===== src/rtl/instr_fetch_unit_if.sv =====
// Fetch-stage bus bundle: ROM read port, redirect input and decode-side
// instruction buffer handshake. The master modport is the fetch unit.
// IFU_MISALIGN_CHECK_EN adds the MISALIGN status signal.
interface instr_fetch_unit_if #(
  parameter int ADDRESS_SIZE = 16,
  parameter int WORD_SIZE    = 32
);
  logic [ADDRESS_SIZE-1:0] IMEM_ADDRESS;
  logic                    IMEM_ENABLE;
  logic                    IMEM_DATA_READY;
  logic [WORD_SIZE-1:0]    IMEM_DATA;
  logic                    REDIRECT;
  logic [ADDRESS_SIZE-1:0] REDIRECT_PC;
  logic                    IR_READY;
  logic                    IR_VALID;
  logic [WORD_SIZE-1:0]    IR;
  logic [ADDRESS_SIZE-1:0] IR_PC;
`ifdef IFU_MISALIGN_CHECK_EN
  logic                    MISALIGN;

  modport master (
    output IMEM_ADDRESS, IMEM_ENABLE, IR_VALID, IR, IR_PC, MISALIGN,
    input  IMEM_DATA_READY, IMEM_DATA, REDIRECT, REDIRECT_PC, IR_READY
  );
  modport slave (
    input  IMEM_ADDRESS, IMEM_ENABLE, IR_VALID, IR, IR_PC, MISALIGN,
    output IMEM_DATA_READY, IMEM_DATA, REDIRECT, REDIRECT_PC, IR_READY
  );
`else
  modport master (
    output IMEM_ADDRESS, IMEM_ENABLE, IR_VALID, IR, IR_PC,
    input  IMEM_DATA_READY, IMEM_DATA, REDIRECT, REDIRECT_PC, IR_READY
  );
  modport slave (
    input  IMEM_ADDRESS, IMEM_ENABLE, IR_VALID, IR, IR_PC,
    output IMEM_DATA_READY, IMEM_DATA, REDIRECT, REDIRECT_PC, IR_READY
  );
`endif
endinterface


===== src/rtl/instr_fetch_unit.sv =====
// DLX instruction fetch stage: owns the PC, issues one-word ROM reads and
// buffers returned words with their PCs in a small FIFO for decode.
// Redirects flush the buffer and discard the in-flight response.
// Optional feature macro: IFU_MISALIGN_CHECK_EN (misaligned redirect traps
// into HALT and raises sticky MISALIGN); without it the low PC bits of a
// redirect target are forced to zero.
module instr_fetch_unit #(
  parameter int                      ADDRESS_SIZE = 16,
  parameter int                      WORD_SIZE    = 32,
  parameter int                      FIFO_DEPTH   = 4,
  parameter logic [ADDRESS_SIZE-1:0] RESET_PC     = '0
) (
  input  logic               clk,
  input  logic               rst,
  instr_fetch_unit_if.master bus
);

  localparam int STEP  = WORD_SIZE / 8;
  localparam int PTR_W = $clog2(FIFO_DEPTH);
  localparam int CNT_W = PTR_W + 1;
  localparam logic [ADDRESS_SIZE-1:0] STEP_C   = ADDRESS_SIZE'(STEP);
  localparam logic [ADDRESS_SIZE-1:0] OFS_MASK = ADDRESS_SIZE'(STEP - 1);
  localparam logic [CNT_W:0]          DEPTH_C  = (CNT_W + 1)'(FIFO_DEPTH);

`ifdef IFU_MISALIGN_CHECK_EN
  typedef enum logic [1:0] {S_IDLE, S_RUN, S_HALT} state_e;
`else
  typedef enum logic [1:0] {S_IDLE, S_RUN} state_e;
`endif

  state_e                  state_q, state_d;
  logic [ADDRESS_SIZE-1:0] pc_q, pc_d;
  logic [ADDRESS_SIZE-1:0] req_pc_q, req_pc_d;
  logic                    inflight_q, inflight_d;
  logic                    drop_q, drop_d;
  logic [PTR_W-1:0]        wr_ptr_q, wr_ptr_d;
  logic [PTR_W-1:0]        rd_ptr_q, rd_ptr_d;
  logic [CNT_W-1:0]        count_q, count_d;
  logic                    misalign_q, misalign_d;

  logic [WORD_SIZE-1:0]    word_mem [FIFO_DEPTH];
  logic [ADDRESS_SIZE-1:0] pc_mem   [FIFO_DEPTH];

  logic            issue, push, pop, flush, valid, mis_target;
  logic [CNT_W:0]  occupancy;

  assign valid      = (count_q != '0);
  assign occupancy  = {1'b0, count_q} + {{CNT_W{1'b0}}, inflight_q};
  assign issue      = (state_q == S_RUN) && !bus.REDIRECT && (occupancy < DEPTH_C);
  assign push       = bus.IMEM_DATA_READY && inflight_q && !drop_q;
  assign pop        = valid && bus.IR_READY;
  assign mis_target = |(bus.REDIRECT_PC & OFS_MASK);
`ifdef IFU_MISALIGN_CHECK_EN
  assign flush      = bus.REDIRECT || (state_q == S_HALT);
`else
  assign flush      = bus.REDIRECT;
`endif

  // Next-state logic for the FSM, PC, request tracking and FIFO pointers.
  always_comb begin
    // NOTE: every variable gets a default first so no path infers a latch.
    state_d    = state_q;
    pc_d       = pc_q;
    req_pc_d   = req_pc_q;
    inflight_d = issue;
    drop_d     = 1'b0;
    wr_ptr_d   = wr_ptr_q;
    rd_ptr_d   = rd_ptr_q;
    count_d    = count_q;
    misalign_d = misalign_q;

    case (state_q)
      S_IDLE:  state_d = S_RUN;
      S_RUN:   state_d = S_RUN;
      default: state_d = state_q;
    endcase

    if (issue) begin
      req_pc_d = pc_q;
      pc_d     = pc_q + STEP_C;
    end

    if (push) wr_ptr_d = wr_ptr_q + 1'b1;
    if (pop)  rd_ptr_d = rd_ptr_q + 1'b1;
    case ({push, pop})
      2'b10:   count_d = count_q + 1'b1;
      2'b01:   count_d = count_q - 1'b1;
      default: count_d = count_q;
    endcase

    if (flush) begin
      wr_ptr_d = '0;
      rd_ptr_d = '0;
      count_d  = '0;
    end

    if (bus.REDIRECT) begin
      drop_d = inflight_q;
`ifdef IFU_MISALIGN_CHECK_EN
      pc_d = bus.REDIRECT_PC;
      if (mis_target) begin
        misalign_d = 1'b1;
        state_d    = S_HALT;
      end else begin
        misalign_d = 1'b0;
        state_d    = S_RUN;
      end
`else
      pc_d = bus.REDIRECT_PC & ~OFS_MASK;
`endif
    end
  end

  // FSM state register.
  always_ff @(posedge clk or negedge rst) begin
    // NOTE: sequential state uses non-blocking assignments only.
    if (!rst) state_q <= S_IDLE;
    else      state_q <= state_d;
  end

  // PC, request tracking and FIFO control registers.
  always_ff @(posedge clk or negedge rst) begin
    if (!rst) begin
      pc_q       <= RESET_PC;
      req_pc_q   <= '0;
      inflight_q <= 1'b0;
      drop_q     <= 1'b0;
      wr_ptr_q   <= '0;
      rd_ptr_q   <= '0;
      count_q    <= '0;
      misalign_q <= 1'b0;
    end else begin
      pc_q       <= pc_d;
      req_pc_q   <= req_pc_d;
      inflight_q <= inflight_d;
      drop_q     <= drop_d;
      wr_ptr_q   <= wr_ptr_d;
      rd_ptr_q   <= rd_ptr_d;
      count_q    <= count_d;
      misalign_q <= misalign_d;
    end
  end

  // FIFO storage write; a redirect discards the same-cycle push.
  always_ff @(posedge clk) begin
    // NOTE: storage is not reset; empty entries are masked at the outputs.
    if (push && !flush) begin
      word_mem[wr_ptr_q] <= bus.IMEM_DATA;
      pc_mem[wr_ptr_q]   <= req_pc_q;
    end
  end

  assign bus.IMEM_ADDRESS = pc_q;
  assign bus.IMEM_ENABLE  = issue;
  assign bus.IR_VALID     = valid;
  assign bus.IR           = valid ? word_mem[rd_ptr_q] : '0;
  assign bus.IR_PC        = valid ? pc_mem[rd_ptr_q]   : '0;
`ifdef IFU_MISALIGN_CHECK_EN
  assign bus.MISALIGN     = misalign_q;
`else
  logic unused_ok;
  assign unused_ok = mis_target;
`endif

endmodule


===== src/flat_wrapper.sv =====
// flat-port wrapper written by rule: the top's interface ports become plain ports
module instr_fetch_unit_flat 
#(
  parameter int                      ADDRESS_SIZE = 16,
  parameter int                      WORD_SIZE    = 32,
  parameter int                      FIFO_DEPTH   = 4,
  parameter logic [ADDRESS_SIZE-1:0] RESET_PC     = '0
)
  (clk, rst, bus_IMEM_ADDRESS, bus_IMEM_ENABLE, bus_IR_VALID, bus_IR, bus_IR_PC, bus_IMEM_DATA_READY, bus_IMEM_DATA, bus_REDIRECT, bus_REDIRECT_PC, bus_IR_READY);
  instr_fetch_unit_if #(.ADDRESS_SIZE(ADDRESS_SIZE), .WORD_SIZE(WORD_SIZE)) bus_i ();
  input  logic clk;
  input  logic rst;
  output wire logic [$bits(bus_i.IMEM_ADDRESS)-1:0] bus_IMEM_ADDRESS;
  output wire logic [$bits(bus_i.IMEM_ENABLE)-1:0] bus_IMEM_ENABLE;
  output wire logic [$bits(bus_i.IR_VALID)-1:0] bus_IR_VALID;
  output wire logic [$bits(bus_i.IR)-1:0] bus_IR;
  output wire logic [$bits(bus_i.IR_PC)-1:0] bus_IR_PC;
  input wire logic [$bits(bus_i.IMEM_DATA_READY)-1:0] bus_IMEM_DATA_READY;
  input wire logic [$bits(bus_i.IMEM_DATA)-1:0] bus_IMEM_DATA;
  input wire logic [$bits(bus_i.REDIRECT)-1:0] bus_REDIRECT;
  input wire logic [$bits(bus_i.REDIRECT_PC)-1:0] bus_REDIRECT_PC;
  input wire logic [$bits(bus_i.IR_READY)-1:0] bus_IR_READY;
  assign bus_IMEM_ADDRESS = bus_i.IMEM_ADDRESS;
  assign bus_IMEM_ENABLE = bus_i.IMEM_ENABLE;
  assign bus_IR_VALID = bus_i.IR_VALID;
  assign bus_IR = bus_i.IR;
  assign bus_IR_PC = bus_i.IR_PC;
  assign bus_i.IMEM_DATA_READY = bus_IMEM_DATA_READY;
  assign bus_i.IMEM_DATA = bus_IMEM_DATA;
  assign bus_i.REDIRECT = bus_REDIRECT;
  assign bus_i.REDIRECT_PC = bus_REDIRECT_PC;
  assign bus_i.IR_READY = bus_IR_READY;
  instr_fetch_unit #(.ADDRESS_SIZE(ADDRESS_SIZE), .WORD_SIZE(WORD_SIZE), .FIFO_DEPTH(FIFO_DEPTH), .RESET_PC(RESET_PC)) u_core (.clk(clk), .rst(rst), .bus(bus_i));
endmodule

===== config.mk =====
export PLATFORM = sky130hd
export DESIGN_NAME = instr_fetch_unit_flat
export DESIGN_NICKNAME = d
export VERILOG_FILES = /design/src/rtl/instr_fetch_unit_if.sv /design/src/rtl/instr_fetch_unit.sv /design/src/flat_wrapper.sv
export SDC_FILE = /design/constraint.sdc
export NUM_CORES = 1
export LEC_CHECK = 0
export CORE_MARGIN = 5
export CORE_UTILIZATION = 55
export DETAILED_ROUTE_END_ITERATION = 6
export GPL_ROUTABILITY_DRIVEN = 0
export GPL_TIMING_DRIVEN = 0
export PLACE_DENSITY_LB_ADDON = 0.1
export REMOVE_ABC_BUFFERS = 1
export SYNTH_ARGS = -nofsm -noshare
export SYNTH_HDL_FRONTEND = slang
export SYNTH_SLANG_ARGS = --single-unit

===== constraint.sdc =====
create_clock -name clk -period 3.2 [get_ports clk]
set_input_delay 0.64 -clock clk [delete_from_list [all_inputs] [get_ports clk]]
set_output_delay 0.64 -clock clk [all_outputs]
set_load 0.05 [all_outputs]

After elaboration in Yosys (flattened, before gate mapping). Memories as Yosys holds them, arrays and structs flattened. Index checks and enable logic that the tools add are counted.

Memory bits (writable): 192. Flip-flop bits (word level): 42. Output and inout bits: 66. Word-level logic and storage cells: 47. Memories kept: 2. Input bits: 53.

Memory list: u_core.word_mem (depth 4, width 32, read ports 1, clocked after memory_dff 0, wr ports 1, line instr_fetch_unit.sv:41) `logic [WORD_SIZE-1:0] word_mem [FIFO_DEPTH];`; u_core.pc_mem (depth 4, width 16, read ports 1, clocked after memory_dff 0, wr ports 1, line instr_fetch_unit.sv:42) `logic [ADDRESS_SIZE-1:0] pc_mem [FIFO_DEPTH];`.

Equality and inequality tests: 2. Reduce and logical (&&, ||, !) cells: 15. Add/subtract/negate cells: 6. Muxes and demuxes: 13. Magnitude comparators: 1.

Operators by type and width (count): $mux W16 (3); $mux W32 (1); $add A16 B3 Y16 const B (1); $mux W2 (4); $logic_and A1 B1 Y1 (6); $pmux W3 S2 (1); $reduce_bool A2 Y1 (3); $reduce_bool A3 Y1 (2); $add A2 B1 Y2 const B (2); $add A3 B1 Y4 (1); $lt A4 B3 Y1 const B (1); $add A3 B1 Y3 const B (1); $mux W1 (3); $mux W3 (1); $sub A3 B1 Y3 const B (1); $eq A2 B1 Y1 const B (1); $eq A2 B2 Y1 const B (1); $logic_not A1 Y1 (2); $logic_not A2 Y1 (1); $reduce_or A2 Y1 (1).

Longest topological paths before layout.
Word-level depth: 5. Gate-level depth with buffers: 7. Depth with buffers taken out: 6.

Least setup slack after synthesis. OpenSTA, ideal clock, no wires.

Kind: input to register. From: input bus_IMEM_DATA_READY. To: memory u_core.pc_mem[0][10], enable pin. Cell stages on the path: 3. Arrival: 2276 ps. Data required time: 2792 ps. Setup slack: 515 ps. Path buffers: 1. Library setup time: 408 ps. Path through: and3b_1 clkbuf_1 and3_1.

Cells in the longest elaborated chain, start to end: 5.

RTL lines: start, declared (line flat_wrapper.sv:18) `input wire logic [$bits(bus_i.IMEM_DATA_READY)-1:0] bus_IMEM_DATA_READY;`; $logic_and A1 B1 Y1 (2 in a row) (line instr_fetch_unit.sv:50) `assign push = bus.IMEM_DATA_READY && inflight_q && !drop_q;`; $logic_and A1 B1 Y1 (line instr_fetch_unit.sv:147) `if (push && !flush) begin`; $mux W1 (line instr_fetch_unit.sv:147); $mux W1 (implied by the code) (line instr_fetch_unit.sv:149) `pc_mem[wr_ptr_q] <= req_pc_q;`; end, declared (line instr_fetch_unit.sv:42).

No other way between the ends.

Worst setup path in the final report.
From: register u_core.rd_ptr_q[0]. To: output bus_IR_PC[13].

Cells in the longest elaborated chain, start to end: 2.

RTL lines: start, declared (line instr_fetch_unit.sv:37) `logic [PTR_W-1:0] rd_ptr_q, rd_ptr_d;`; start signal, assigned (line instr_fetch_unit.sv:138) `rd_ptr_q <= rd_ptr_d;`; $mem_v2 Z4 W16; $mux W16 (line instr_fetch_unit.sv:157) `assign bus.IR_PC = valid ? pc_mem[rd_ptr_q] : '0;`; end, declared (line flat_wrapper.sv:17) `output wire logic [$bits(bus_i.IR_PC)-1:0] bus_IR_PC;`.

No other way between the ends.

==> metrics.md <==
| Metric | Value |
|---|---|
| Run status | `completed` |
| CTS tree | `yes` |
| Die span in x | `137.2 microns` |
| Final hold slack | `0.2612 ns` |
| MaxCap Viol Count | `0` |
| Synth Warn # | `0` |
| Sw power | `0.003391 W` |
| Nets@finish | `648` |
| #FFs+latches synth | `222` |
| Crit-path cells | `bufbuf_16, mux4_2, and2_1, dlygate4sd2_1` |
| CTS clk-pin slew, worst paths | `0.06 ns` |
| Crit path buf inv count | `2` |
| Area growth from synthesis to layout | `23.22%` |
| Fin crit period | `3.090 ns` |
| Leakage Power | `roughly 3.9 nW` |
| Number of synthesized flops with an enable pin | `184` |
| Max Clk Rate | `0.3236 GHz` |
| Slew Limit Headroom | `43.70%` |
| First-pass GRT wire length | `approximately 25 mm` |
| Worst-Margin Slew | `0.8445 ns` |
| Worst setup EP type | `output pin` |
| Vert. Die Dim | `between 100 and 150 microns` |
| DRT Wirelength | `approximately 16 mm` |
| Top post-synthesis cells by area | `edfxtp_1, mux4_2, dfrtp_1, and2_1, mux2_4` |
| Post-Syn Area | `between 8000 and 9000 sq um` |
| Cell Pwr Density | `855.8 nW/um^2` |
| Register area share after synthesis | `72.76%` |
| # H-tree levels | `1` |
| CP max stage cell | `mux4_2` |
| CP top delay family | `buffers and inverters` |
| Detailed Routing Iterations Pass 1 | `4` |
| RSZ-0062 raised after global routing | `false` |
| Pins Over Slew Limit | `0` |
| Clock skew | `0.009508 ns` |
| P_int | `0.005996 W` |
| Filler cells | `about 1100` |
| Avg Cell Area, Syn | `19.06 sq um` |
| Worst-Skew Late Latency | `0.48 ns` |
| Setup CP Type | `flip-flop to output pin` |
| Final ANT Viol Nets | `0` |
| Clock Power Share | `25.4%` |
| Arrival time at the worst endpoint | `2.45 ns` |
| Register share of total power | `a little under two fifths` |
| Fin. Hold Viols | `0` |
| Crit path launch type | `flip-flop` |
| Total CTS buffers | `22` |
| HPWL after DPL | `9.771 mm` |
| Via density | `5.473` |
| Share of layout cells above drive strength 1 | `18.68%` |
| Antenna violations before repair | `0` |
| Iter 0 DRT Violations | `285` |
| Asr flop ratio synth | `17.12%` |
| Port Buffer Count | `112` |
| Sw frac | `36.13%` |
| Routed length per instance | `19.67 microns` |
| # setup viols final | `0` |
| HP Class | `primary input to asynchronous set/reset pin` |
| Combinational share of power | `36.4%` |
| Crit path max fanout | `20` |
| Worst reg-to-reg path cell count | `6` |
| Clock buffer depth | `3` |
| DRC | `0` |
| Critical path's largest stage delay | `0.52 ns` |
| Distinct cells, synth | `45` |
| Setup ws final | `0.1099 ns` |
| CORE AREA | `15890 sq um` |
| Critical path depth | `4` |
| Diode count | `0` |
| Total track usage | `between 15 and 20%` |
| Largest net degree at the start of global routing | `49` |
| Worst vdd ir | `522.2 uV` |
| CP required | `2.56 ns` |
| Share of the synthesized area in the top cell type | `62.07%` |
| Initial core utilization | `around 56%` |
| Final period util | `96.56%` |
| Root Driver | `clkbuf_16` |
| Row cnt | `46` |
| Setup WS pre-CTS | `-1.017 ns` |
| Overflow after GRT | `0` |
| Synth area leader | `edfxtp_1` |
| Routed via count | `approximately 4500` |
| Number of global-route vias before repair | `4684` |
| Num ports | `119` |
| Die area | `18830 sq um` |
| Main flop type after synthesis | `edfxtp_1` |
| Clock sinks | `222` |
| Mapped Cells | `467` |
[layout make-up]
cell class | count | area [sq um] | area share, %
Clock inverter | 12 | 80.08 | 0.7301
Clock buffer | 28 | 594.3 | 5.419
Inverter | 5 | 18.77 | 0.1711
Sequential cell | 222 | 6484 | 59.11
Tap cell | 216 | 270.3 | 2.464
Multi-Input combinational cell | 216 | 2278 | 20.77
Timing Repair Buffer | 122 | 1242 | 11.33
[stage by stage]
step	std cells	TNS (ns)	power (W)	utilization [%]	cell area, sq um
finish	821	0	0.009387	69.05	10970
global route	821	0	0.009804	69.05	10970
CTS	821	-0.2707	0.009529	69.05	10970
detailed placement	777	-28.98	0.007294	64.77	10290
global placement	771	-337.58	0.007263	63.93	10150
floorplan	443	-15.90	0.006073	-	8763
[worst register-to-register path, delay by kind of cell, from the launching register on]
| kind | cells | cell delay (ns) |
|---|---|---|
| AND/OR/NAND/NOR | 3 | 0.41 |
| adder cells (fa/ha/maj) | 1 | 0.40 |
| flip-flops | 1 | 0.45 |
| AO/OA/AOI/OAI | 2 | 0.75 |
[per-layer routing]
layer / vias to the layer above / GRT usage (%) / share of wire (%)
met1: 2273 / 25.67 / 44
met4: 0 / 3.880 / 1.2
met5: - / 0 / 0
met2: 138 / 28.80 / 49
met3: 15 / 2.885 / 5.8
li1: 2067 / - / -
[registers in the layout, indices dropped and copies added, names as in the netlist]
signal / count
u_core.rd_ptr_q: 2
u_core.count_q: 3
u_core.word_mem: 128
u_core.req_pc_q: 14
u_core.bus.IMEM_ADDRESS: 14
u_core.state_q: 1
u_core.wr_ptr_q: 2
u_core.pc_mem: 56
u_core.inflight_q: 1
u_core.drop_q: 1
[Yosys cell counts, types with 2 or more instances]
cell type  count
mux2i_1        6
mux2_4         9
nand4_1        3
a21boi_0       2
nand2_1       12
ha_1           5
xor2_1         4
nor2_1        10
nand3_1        6
nor4_1         3
xnor2_1       10
nand3b_1       2
nor3_1         7
buf_4          4
and2_1        47
edfxtp_1     184
buf_2          7
and3_1         7
clkbuf_1      12
o21ai_0        9
mux4_2        46
buf_1          2
mux2_2         6
inv_1          5
dfrtp_1       38
conb_1         2
[logic make-up after synthesis]
family,count (synthesis),synth area share [%]
AO/OA/AOI/OAI,17,1.167
XOR/XNOR,14,1.377
adder cells (fa/ha/maj),6,0.9278
buffers and inverters,32,1.884
flip-flops,222,72.76
multiplexers,67,14.59
other,2,0.08437
AND/OR/NAND/NOR,107,7.211
[path summary, 6_finish.rpt]
| check | startpoint | endpoint | slack [ns] |
|---|---|---|---|
| hold / removal | rst | u_core.drop_q | 0.26 |
| max in group asynchronous | rst | u_core.rd_ptr_q[1] | 2.31 |
| min in group clk | u_core.req_pc_q[2] | u_core.pc_mem[3][2] | 0.51 |
| hold reg to reg | u_core.req_pc_q[2] | u_core.pc_mem[3][2] | 0.51 |
| setup / recovery | u_core.rd_ptr_q[0] | bus_IR_PC[13] | 0.11 |
| setup reg to reg | u_core.count_q[0] | u_core.count_q[2] | 1.05 |
[what timing repair did]
item	CTS	global route
gates cloned	1	0
hold buffers	0	0
buffers inserted	3	0
gates resized for setup	49	3
endpoints found under the setup margin	48	1
pin swaps	1	0
[cell usage in the layout, fill, tap and decap left out, types with 10 or more instances in the layout]
master,netlist,routed
and2_1,47,47
clkbuf_16,0,23
clkdlybuf4s50_1,0,63
dfrtp_1,38,36
dlygate4sd2_1,0,46
edfxtp_1,184,184
mux4_2,46,46
nand2_1,12,12
nor2_1,10,10
xnor2_1,10,10
[power groups by stage]
stage          Combinational, W  Clock [W]  Sequential, W
2_1_floorplan           0.00230          0        0.00377
3_3_place_gp            0.00346          0        0.00380
3_5_place_dp            0.00364          0        0.00366
4_1_cts                 0.00350    0.00245        0.00358
5_1_grt                 0.00363    0.00256        0.00361
6_report                0.00342    0.00239        0.00358
Power figures use the tool's default switching activity.
